### src/rtl/uart_tx_sched_pkg.sv
// uart_tx_sched_pkg: shared state encoding and timing constants for the UART TX scheduler.
package uart_tx_sched_pkg;
    localparam int DATA_W = 8;
    localparam int TIMEOUT_CYCLES = 3;
    typedef enum logic [1:0] {IDLE, LOAD, WAIT_HI, WAIT_LO} state_t;
endpackage

### src/rtl/uart_tx_sched_rr_arbiter_2.sv
// rr_arbiter_2: two-way round-robin grant; i_prio1 says which requester wins a tie.
module rr_arbiter_2 (
    input  logic i_req0,
    input  logic i_req1,
    input  logic i_prio1,
    output logic o_gnt0,
    output logic o_gnt1
);
    assign o_gnt0 = i_req0 & (~i_req1 | ~i_prio1);
    assign o_gnt1 = i_req1 & (~i_req0 | i_prio1);
endmodule

### src/rtl/uart_tx_sched.sv
// uart_tx_sched: arbitrates a byte source and a word source onto one UART transmitter,
// strobing one byte at a time and flagging a transmitter that never goes busy.
module uart_tx_sched
    import uart_tx_sched_pkg::*;
(
    input  logic                  i_clk,
    input  logic                  i_rst,
    input  logic                  i_req0,
    input  logic [DATA_W-1:0]     i_req0_data,
    output logic                  o_ack0,
    input  logic                  i_req1,
    input  logic [2*DATA_W-1:0]   i_req1_data,
    output logic                  o_ack1,
    input  logic                  i_cfg_par_en,
    input  logic                  i_cfg_par_typ,
    input  logic                  i_tx_busy,
    output logic [DATA_W-1:0]     o_tx_p_data,
    output logic                  o_tx_d_vld,
    output logic                  o_tx_par_en,
    output logic                  o_tx_par_typ,
    output logic                  o_sched_busy,
    output logic                  o_timeout_err
);
    state_t              r_state, w_state;
    logic [1:0]          r_bytes_left, w_bytes_left;
    logic [DATA_W-1:0]   r_hi, w_hi;
    logic [1:0]          r_cnt, w_cnt;
    logic                r_owner, w_owner;
    logic                r_prio1, w_prio1;
    logic                w_ack0, w_ack1, w_tx_d_vld, w_par_en, w_par_typ, w_sched_busy, w_err;
    logic [DATA_W-1:0]   w_tx_p_data;
    logic                w_gnt0, w_gnt1;

    rr_arbiter_2 u_arb (
        .i_req0  (i_req0),
        .i_req1  (i_req1),
        .i_prio1 (r_prio1),
        .o_gnt0  (w_gnt0),
        .o_gnt1  (w_gnt1)
    );

    always_comb begin
        w_state      = r_state;
        w_bytes_left = r_bytes_left;
        w_hi         = r_hi;
        w_cnt        = r_cnt;
        w_owner      = r_owner;
        w_prio1      = r_prio1;
        w_ack0       = 1'b0;
        w_ack1       = 1'b0;
        w_tx_d_vld   = 1'b0;
        w_tx_p_data  = o_tx_p_data;
        w_par_en     = o_tx_par_en;
        w_par_typ    = o_tx_par_typ;
        w_sched_busy = o_sched_busy;
        w_err        = o_timeout_err;
        case (r_state)
            IDLE: if (!i_tx_busy && (w_gnt0 || w_gnt1)) begin
                w_state      = LOAD;
                w_bytes_left = w_gnt1 ? 2'd2 : 2'd1;
                w_hi         = w_gnt1 ? i_req1_data[2*DATA_W-1:DATA_W] : '0;
                w_owner      = w_gnt1;
                w_ack0       = w_gnt0;
                w_ack1       = w_gnt1;
                w_tx_d_vld   = 1'b1;
                w_tx_p_data  = w_gnt1 ? i_req1_data[DATA_W-1:0] : i_req0_data;
                w_par_en     = i_cfg_par_en;
                w_par_typ    = i_cfg_par_typ;
                w_sched_busy = 1'b1;
            end
            LOAD: begin
                w_state = WAIT_HI;
                w_cnt   = 2'd0;
            end
            // Transmitter must raise busy within TIMEOUT_CYCLES, else drop the rest.
            WAIT_HI: if (i_tx_busy) begin
                w_state = WAIT_LO;
            end else if (r_cnt == 2'(TIMEOUT_CYCLES - 1)) begin
                w_state      = IDLE;
                w_err        = 1'b1;
                w_bytes_left = 2'd0;
                w_prio1      = ~r_owner;
                w_sched_busy = 1'b0;
            end else begin
                w_cnt = r_cnt + 2'd1;
            end
            WAIT_LO: if (!i_tx_busy) begin
                w_bytes_left = r_bytes_left - 2'd1;
                if (r_bytes_left > 2'd1) begin
                    w_state     = LOAD;
                    w_tx_d_vld  = 1'b1;
                    w_tx_p_data = r_hi;
                end else begin
                    w_state      = IDLE;
                    w_prio1      = ~r_owner;
                    w_sched_busy = 1'b0;
                end
            end
            default: w_state = IDLE;
        endcase
    end

    always_ff @(posedge i_clk) begin
        if (i_rst) begin
            r_state       <= IDLE;
            r_bytes_left  <= '0;
            r_hi          <= '0;
            r_cnt         <= '0;
            r_owner       <= 1'b0;
            r_prio1       <= 1'b0;
            o_ack0        <= 1'b0;
            o_ack1        <= 1'b0;
            o_tx_d_vld    <= 1'b0;
            o_tx_p_data   <= '0;
            o_tx_par_en   <= 1'b0;
            o_tx_par_typ  <= 1'b0;
            o_sched_busy  <= 1'b0;
            o_timeout_err <= 1'b0;
        end else begin
            r_state       <= w_state;
            r_bytes_left  <= w_bytes_left;
            r_hi          <= w_hi;
            r_cnt         <= w_cnt;
            r_owner       <= w_owner;
            r_prio1       <= w_prio1;
            o_ack0        <= w_ack0;
            o_ack1        <= w_ack1;
            o_tx_d_vld    <= w_tx_d_vld;
            o_tx_p_data   <= w_tx_p_data;
            o_tx_par_en   <= w_par_en;
            o_tx_par_typ  <= w_par_typ;
            o_sched_busy  <= w_sched_busy;
            o_timeout_err <= w_err;
        end
    end
endmodule

### config.mk
export PLATFORM = sky130hd
export DESIGN_NAME = uart_tx_sched
export DESIGN_NICKNAME = d
export VERILOG_FILES = /design/src/rtl/uart_tx_sched_pkg.sv /design/src/rtl/uart_tx_sched_rr_arbiter_2.sv /design/src/rtl/uart_tx_sched.sv
export SDC_FILE = /design/constraint.sdc
export NUM_CORES = 1
export LEC_CHECK = 0
export ABC_AREA = 1
export BUFFER_PORTS_ARGS = -buffer_cell sky130_fd_sc_hd__buf_2
export CORE_ASPECT_RATIO = 1.2
export CORE_UTILIZATION = 51
export CTS_CLUSTER_SIZE = 30
export DETAILED_ROUTE_END_ITERATION = 16
export GPL_TIMING_DRIVEN = 0
export PLACE_DENSITY = 0.78
export RECOVER_POWER = 100
export SYNTH_ARGS = -nofsm -noshare
export SYNTH_HDL_FRONTEND = slang
export SYNTH_HIERARCHICAL = 1
export SYNTH_SLANG_ARGS = --single-unit
export TNS_END_PERCENT = 1
### constraint.sdc
create_clock -name i_clk -period 1.8 [get_ports i_clk]
set_input_delay 0.09 -clock i_clk [delete_from_list [all_inputs] [get_ports i_clk]]
set_output_delay 0.09 -clock i_clk [all_outputs]
set_load 0.01 [all_outputs]
## Yosys cells after proc, flatten, opt, wreduce, memory -nomap -nowiden

Index checks and enable logic that the tools add are counted.

- Bitwise gates (word level): 11
- Magnitude comparators: 1
- Add/sub/neg operators: 2
- Muxes and demuxes: 35
- Equal/unequal tests: 12
- Reductions and logical operators: 17

Operator list:

| operator | number |
|---|---|
| 8-bit two-way mux | 5 |
| 2-bit two-way mux | 10 |
| 8-bit one-hot mux with 2 select lines | 1 |
| 2-bit inequality test, second input constant | 7 |
| 1-bit two-way mux | 13 |
| 5-bit AND reduction | 2 |
| 3-bit AND reduction | 3 |
| 2-bit one-hot mux with 4 select lines | 1 |
| 1-bit inverter | 7 |
| 2-bit == test, second input constant | 3 |
| 2-bit one-hot mux with 3 select lines | 1 |
| 6-bit AND reduction | 1 |
| 2-bit nonzero test | 3 |
| 1-bit one-hot mux with 2 select lines | 2 |
| 2-bit one-hot mux with 2 select lines | 1 |
| 4-bit AND reduction | 1 |
| 3-bit inequality test, second input constant | 1 |
| 1-bit one-hot mux with 3 select lines | 1 |
| 3-bit nonzero test | 1 |
| 3-bit OR reduction | 1 |
| 2-bit by 1-bit adder with 2-bit output, second input constant | 1 |
| 1-bit AND | 2 |
| 2-bit by 1-bit == test with 1-bit output, second input constant | 1 |
| 2-bit by 1-bit greater-than comparator with 1-bit output, second input constant | 1 |
| 7 further kinds | 8 |

- Register bits: 31
- Output and inout port bits: 15

## Longest topological paths before layout

Gate-level depths: netlist of the first run.

- Word-level depth: 7
- Gate-level depth with buffers: 10
- Gate-level depth less buffers: 10

## By module

The synthesis of the first run kept the hierarchy.

Modules (own cells, without submodules):

| module | area an instance (um^2) | cells each | seq. area each (um^2) | times used |
|---|---|---|---|---|
| uart_tx_sched | 1632.8 | 247 | 620.6 | 1 |
| rr_arbiter_2 | 20.0 | 5 | 0.0 | 1 |

## Least setup slack after synthesis of the first run

No wires, ideal clock.

- Path kind: reg-to-reg
- Start: reg r_state[0]
- End: reg o_tx_p_data[1]
- Stages on the path, launching flop included: 11
- Clock period less this slack: 1.431 ns
- Data arrival time: 1.367 ns
- Path slack: 0.369 ns
- Required time: 1.736 ns
- Path buffers: 1
- Path through: dfxtp_1 -> inv_1 -> ha_1 -> inv_1 -> nand2_2 -> nand2_4 -> nand2_4 -> buf_6 -> nand2_1 -> nand2_1 -> nor2_1

- Cells in the longest elaborated chain, start to end: 3

RTL lines:

| item | RTL line | RTL |
|---|---|---|
| start, declared | uart_tx_sched.sv:24 | `state_t r_state, w_state;` |
| start signal, assigned | uart_tx_sched.sv:120 | `r_state <= w_state;` |
| 2-bit == test or 2-bit zero test (tied branches) | uart_tx_sched.sv:57 | `case (r_state)` |
| 2-bit inequality test (no source line) or 2-bit nonzero test (tied branches) | - |  |
| 4-bit AND reduction (no source line) | - |  |
| end signal, assigned | uart_tx_sched.sv:129 | `o_tx_p_data <= w_tx_p_data;` |
| end, declared | uart_tx_sched.sv:17 | `output logic [DATA_W-1:0] o_tx_p_data,` |

Parallel ways exist; a longest one is shown, timed or not.
A chain may end at the register's enable or synchronous reset.

## Worst setup path after layout of the first run

- Start: reg r_state[0]
- End: reg r_bytes_left[1]

- Cells in the longest elaborated chain, start to end: 3

RTL lines:

| item | RTL line | RTL |
|---|---|---|
| 2-bit == test or 2-bit zero test (tied branches) | uart_tx_sched.sv:57 |  |
| 2-bit inequality test (no source line) or 3-bit nonzero test (tied branches) | - |  |
| 5-bit AND reduction (no source line) | - |  |
| end signal, assigned | uart_tx_sched.sv:121 | `r_bytes_left <= w_bytes_left;` |
| end, declared | uart_tx_sched.sv:25 | `logic [1:0] r_bytes_left, w_bytes_left;` |

Parallel ways exist; a longest one is shown, timed or not.

==> out/metrics.cfg, run 1 <==
[route]
antenna_left=0
dr_total_vias=1682
drt_iter0_drc=29
wl_per_cell_um=11.0
wl_mm=3.86
route.detailed.drc=0
firstDrtPassIters=4
via_per_inst=4.81

[floorplanning]
rows=22
die_w_um=54.0
die_h_um=64.4
die_area_mm2=0.00347
start_util=0.536
io_pins=46
core_area_mm2=0.00308

[sta]
finalSetupViolations=0
skew_ps=5.05
slew_viol_final=0
hold_viol=0
fin_tns_setup_ps=0
rsz0062_at_grt=false
holdWs_ps=32.3
fin_ws_ps=143
finalCriticalPeriod_ps=1660
min_period_over_period=0.921
max_freq_mhz=603
relSlewSlack=0.689
max_slew.worst_pin.slew_ps=467

[critical_path]
max_stage_delay_ps=400
reg2reg_to=r_bytes_left[1]
reg2reg_depth=7
end_kind=flop
cp.arrival_ps=1890
setup.worst_path.start_class=flop
cp_max_fo=10
r2r_slack_ps=140
r2r_start=r_state[0]
worstPathRequired_ps=2040
crit_slowest_cell=clkbuf_1
path_cells=ha_1, clkbuf_1, nor2_1, a21boi_0, nand3_1, nand2_1, nor2_1
crit_top_cell=nor2_1
criticalPathCategory=flop to flop

[place]
dp_hpwl_mm=2.69
place_ws_ps=180
dpl_cell_area_mm2=0.00192
io_buffers=44
globalplace.congestion=0.836

[pwr]
vdd_ir_drop_max_uv=931
leakage_nw=1.01
power.total_mw=2.41
p_per_area_mw_per_mm2=1170

[final_layout]
syn_to_final_growth_pct=23.9
drive_gt1_frac=0.162
multi_input_area_um2=843
design_area_mm2=0.00205
fillers=302
regArea_um2=623
antenna_cells=0
nets=352

[hold_path]
hold_start=i_rst
worstHoldPathType=input pin to flop
worstHoldEndpoint=r_state[1]
hold_depth=2

[synthesis]
yosysMostFrequentCell=nand2_1
synthCells=252
ys.flop_type=dfxtp_1
ys_seq_area_frac=0.375
async_flop_share=0
syn_nets=291
ys_ff_latch=31
synth_edf_count=0
netlist.top_cell.by_area=dfxtp_1
synth_top_area_share=0.375
synth_cell_types=25
yosys_warnings=6
avgSynthCellArea_um2=6.56
syn_area_mm2=0.00165
synthTopCellsByArea=dfxtp_1 (38%), nand2_1 (17%), inv_1 (7.9%)
ys_top_cells_by_count=nand2_1 (75), inv_1 (35), nor2_1 (35)

[clock_network]
cts_setup_buffers=0
cts_tree=done
numCtsBuffers=5
cts_root_buf=clkbuf_4
clk_pin_slew_ps=80
htreeDepth=2
cts_buffer_depth=2
clock_sinks=31
insertion_delay_ps=340

[global_routing]
grt_overflow=0
grt_pass1_wl_mm=6.31
antenna_found_initial=0
grt_pass1_vias=1521
grtUsageTotal=0.254
grt_max_degree=11

[job]
maxCapViolations=0

[run_status]
status=complete, no violations

==> cells in the final DEF, fill, tap and decap left out, drive strengths merged <==
cell	Yosys	routed
buf	8	36
nor3	2	2
dlygate4sd3	0	10
inv	36	36
nand2	78	78
o22ai	1	1
a21boi	1	1
dfxtp	31	31
clkbuf	1	24
a21oi	9	9
nor2	37	37
clkinv	0	1
ha	8	8
nand3	16	16
o21a	2	2
o21ai	22	22
==> cells by family after synthesis <==
| family | share of synthesized area |
|---|---|
| buf+inv | 0.113 |
| fa+ha+maj | 0.0606 |
| flops | 0.375 |
| simple gates | 0.335 |
| compound gates | 0.116 |
==> critical path, delay by kind of cell, from the launching register on <==
family,cells,cell delay (ps)
buf+inv,1,400
flops,1,380
simple gates,4,290
fa+ha+maj,1,290
compound gates,1,180
==> flip-flops by register name, indices dropped and copies added (netlist names) <==
register and cells:
o_tx_p_data 8, o_sched_busy 1, o_ack1 1, o_ack0 1
o_timeout_err 1, r_bytes_left 2, r_owner 1, r_cnt 2
o_tx_d_vld 1, o_tx_par_en 1, o_tx_par_typ 1, r_state 2
r_hi 8, r_prio1 1
==> power breakdown <==
group | internal [mW] | leakage (nW) | switching (mW)
Clock | 0.152 | 0.0293 | 0.231
Combinational | 0.407 | 0.729 | 0.665
Sequential | 0.854 | 0.254 | 0.0975
==> final cells by class <==
type                    count  share of cell area
repair buffers             54               0.147
clock buffers               7              0.0220
multi-input cells         176               0.412
inverters                  36              0.0660
flip-flops and latches     31               0.304
well taps                  36              0.0220
clock inverters             1             0.00244
plain buffers               9              0.0244
==> per-layer routing <==
metal	global-route usage	up-vias	wire length, um
met3	0.0476	14	163
met2	0.432	44	1930
li1	-	897	-
met4	0.179	0	139
met5	0	-	0
met1	0.268	727	1630
==> through the flow <==
step | std cells | util
2_1_floorplan | 252 | -
3_3_place_gp | 332 | 0.622
3_5_place_dp | 332 | 0.622
4_1_cts | 350 | 0.671
5_1_grt | 350 | 0.664
6_report | 350 | 0.664
==> worst max-delay path by stage <==
stage,from,endpoint,slack [ps],cells after the start
finish,r_state[0],r_bytes_left[1],140,7
global route,r_state[0],o_tx_p_data[2],30,10
CTS,r_state[0],o_tx_p_data[2],160,10
detailed placement,r_state[0],o_tx_p_data[2],180,10
global placement,r_state[0],o_tx_p_data[2],210,10
floorplan,r_state[0],o_tx_p_data[1],370,10
==> timing repair <==
action | in CTS | in global routing
hold buffers | 10 | 0
gates resized for setup | 0 | 2
endpoints found under the hold margin | 10 | 0
endpoints found under the setup margin | 0 | 1
(Power assumes the default switching activity.)
==> run 2, diff against run 1 <==
Settings changed: ABC_AREA 1 to not set, CORE_UTILIZATION 51 to 50.
==> run 2 against run 1 <==
Flip-flop and latch count unchanged. Synthesized cell count fell by 38%. Clock-buffer cell count is 1 lower. Register-to-register slack got worse by 70 ps. Via count down 17%. Final cell count is 27% lower. Clock skew grew 3.5 ps. Sequential power shrank 4.0%. Power decreased by 5.0%. Area after synthesis shrank 9.5%. First-iteration DRC count decreased by 17%. Core utilization rose by 2.6 points. Critical endpoint unchanged. Largest cell class unchanged. Highest routed layer unchanged.
==> out/metrics.cfg, run 2 <==
[global_routing]
grt_pass1_wl_mm=5.41  ; -14%
grt_max_degree=11  ; unchanged
grtUsageTotal=0.233  ; -0.0215
grt_overflow=0  ; unchanged
grt_pass1_vias=1266  ; -17%
antenna_found_initial=0  ; unchanged

[route]
wl_mm=3.48  ; -10%
via_per_inst=5.49  ; +14%
route.detailed.drc=0  ; unchanged
drt_iter0_drc=24  ; -17%
wl_per_cell_um=13.7  ; +24%
firstDrtPassIters=4  ; unchanged
antenna_left=0  ; unchanged
dr_total_vias=1394  ; -17%

[synthesis]
async_flop_share=0  ; unchanged
synthCells=157  ; -38%
synth-compound-area-share=0.196  ; +0.0800
syn_nets=196  ; -33%
ys.flop_type=dfxtp_1
synth_mux_area_frac=0.121  ; +0.121
netlist.top_cell.by_area=dfxtp_1
synth-simple-area-share=0.155  ; -0.181
synthAdderAreaFrac=0.0669  ; +0.00639
synthTopCellsByArea=dfxtp_1 (42%), mux2i_1 (12%), ha_1 (6.7%)
yosysMostFrequentCell=dfxtp_1
synth_top_family_by_area=compound AO/OA/AOI/OAI gates
synth_cell_types=37  ; +48%
syn_area_mm2=0.00150  ; -9.5%
avgSynthCellArea_um2=9.52  ; +45%
yosys_warnings=6  ; unchanged
ys_ff_latch=31  ; unchanged
ys_top_cells_by_count=dfxtp_1 (31), mux2i_1 (18), nor2_1 (18)
ys_seq_area_frac=0.415  ; +0.0396
synth_xor_area_frac=0  ; unchanged
synth_edf_count=0  ; unchanged
synth_top_area_share=0.415  ; +0.0396

[floorplanning]
die_area_mm2=0.00321  ; -7.5%
start_util=0.532  ; -0.00430
rows=21  ; -4.5%
die_h_um=61.9  ; -3.8%
io_pins=46  ; unchanged
core_area_mm2=0.00281  ; -8.8%
die_w_um=51.9  ; -3.8%

[pwr]
vdd_ir_drop_max_uv=816  ; -12%
p_clk_frac=0.177  ; +0.018
switchingPower_mw=0.820  ; -17%
power_frac_comb=0.423  ; -0.022
p_int_mw=1.46  ; +3.7%
p_per_area_mw_per_mm2=1180  ; +0.17%
leakage_nw=0.824  ; -19%
pwr-share-seq=0.400  ; +0.005
swShare=0.359  ; -0.0540

[sta]
max_freq_mhz=578  ; -4.1%
relSlewSlack=0.595  ; -0.0940
max_slew.worst_pin.slew_ps=606  ; +139 ps
min_period_over_period=0.960  ; +0.0398
finalSetupViolations=0  ; unchanged
skew_ps=8.55  ; +3.50 ps
rsz0062_at_grt=false
hold_viol=0  ; unchanged
slew_viol_final=0  ; unchanged
finalCriticalPeriod_ps=1730  ; +71.7 ps

[critical_path]
critPathTopFamily=compound AO/OA/AOI/OAI gates
path_cells=ha_2, buf_6, a21o_1, a2111oi_4, buf_4, nor2_1, a211oi_1
cp_max_fo=9  ; -1
setup.worst_path.start_class=flop
criticalPathCategory=flop to flop
end_kind=flop
path_buf_inv=2  ; +1
cp.arrival_ps=1960  ; +70 ps
max_stage_delay_ps=360  ; -40 ps
crit_slowest_cell=dfxtp_4
worstPathRequired_ps=2030  ; about the same

[clock_network]
cts_root_buf=clkbuf_4
numCtsBuffers=5  ; unchanged
cts_buffer_depth=2  ; unchanged
clock_sinks=31  ; unchanged
cts_tree=done
htreeDepth=2  ; unchanged
clk_pin_slew_ps=90  ; about the same
insertion_delay_ps=320  ; -20 ps

[final_layout]
mostFrequentLayoutCells=buf_2 (30), dfxtp_1 (29), clkbuf_1 (19)
antenna_cells=0  ; unchanged
drive_gt1_frac=0.259  ; +0.0967
nets=259  ; -26%
design_area_mm2=0.00194  ; -5.2%
mostFrequentLayoutCell=buf_2
final_util=0.691  ; +0.0263
syn_to_final_growth_pct=29.9
largestRegisters=o_tx_p_data: 8 flops, r_hi: 8 flops

[place]
globalplace.congestion=0.893  ; +6.8%
dp_hpwl_mm=2.53  ; -5.8%
dpl_cell_area_mm2=0.00176  ; -8.1%
io_buffers=45  ; +2.3%

[job]
maxCapViolations=0  ; unchanged

[hold_path]
worstHoldPathType=input pin to flop

[run_status]
status=complete, no violations

## run 2: cell type report
type                    count  area [um^2]
multi-input cells         110          831
well taps                  34         42.5
clock inverters             1         5.00
flip-flops and latches     31          626
fillers                   250          870
clock buffers               6         51.3
repair buffers             56          312
inverters                   8         30.0
plain buffers               8         45.0
## run 2: path summary, 6_finish.rpt
path / slack (ps) / start / depth (start not counted) / to
setup / recovery: 70 / r_state[0] / 7 / r_bytes_left[1]
hold / removal: 8 / i_cfg_par_en / 3 / o_tx_par_en
setup reg to reg: 70 / r_state[0] / 7 / r_bytes_left[1]
hold reg to reg: 440 / r_owner / 1 / r_prio1
## run 2: timing repair
item                                   in CTS  in global routing
gates cloned                                0                  0
pin swaps                                   1                  1
resized for setup                           6                  8
endpoints found under the hold margin       9                  0
setup endpoints to repair                  20                 20
hold buffers                                9                  0
buffers inserted                            1                  1
## run 2: per-layer routing
| metal | part of all wire | GRT usage | vias to the layer above | wire length [um] |
|---|---|---|---|---|
| met5 | 0 | 0 | - | 0 |
| met4 | 0.024 | 0.108 | 0 | 84 |
| met3 | 0.055 | 0.0730 | 11 | 192 |
| met2 | 0.51 | 0.414 | 51 | 1780 |
| met1 | 0.41 | 0.253 | 645 | 1410 |
| li1 | - | - | 687 | - |
## run 2: worst register-to-register path, stage by stage (launching register included)
cell and delay [ps]:
dfxtp_4 360, ha_2 180, buf_6 130, a21o_1 220
a2111oi_4 290, buf_4 190, nor2_1 40, a211oi_1 220
## run 2: stage by stage
step	worst slack [ps]	setup TNS, ps	instances	hold WS [ps]	power, mW
finish	71.2	0	254	7.74	2.28
global route	1.27	0	254	7.77	2.44
CTS	1.04	0	253	0.443	2.28
detailed placement	-152	-750	236	318	1.81
global placement	-89.6	-498	236	308	1.77
floorplan	80.6	0	157	223	1.57
## run 2: logic make-up after synthesis
kind of cell             count (synthesis)
AO/OA/AOI/OAI                           38
adder cells (fa/ha/maj)                  8
buffers and inverters                   16
flip-flops                              31
multiplexers                            18
AND/OR/NAND/NOR                         46
## run 2: power by group through the flow
stage	clock, mW	combinational, mW	sequential, mW
detailed placement	0	0.888	0.922
floorplan	0	0.621	0.944
global placement	0	0.859	0.915
CTS	0.418	0.945	0.913
global route	0.452	1.06	0.932
finish	0.405	0.966	0.913
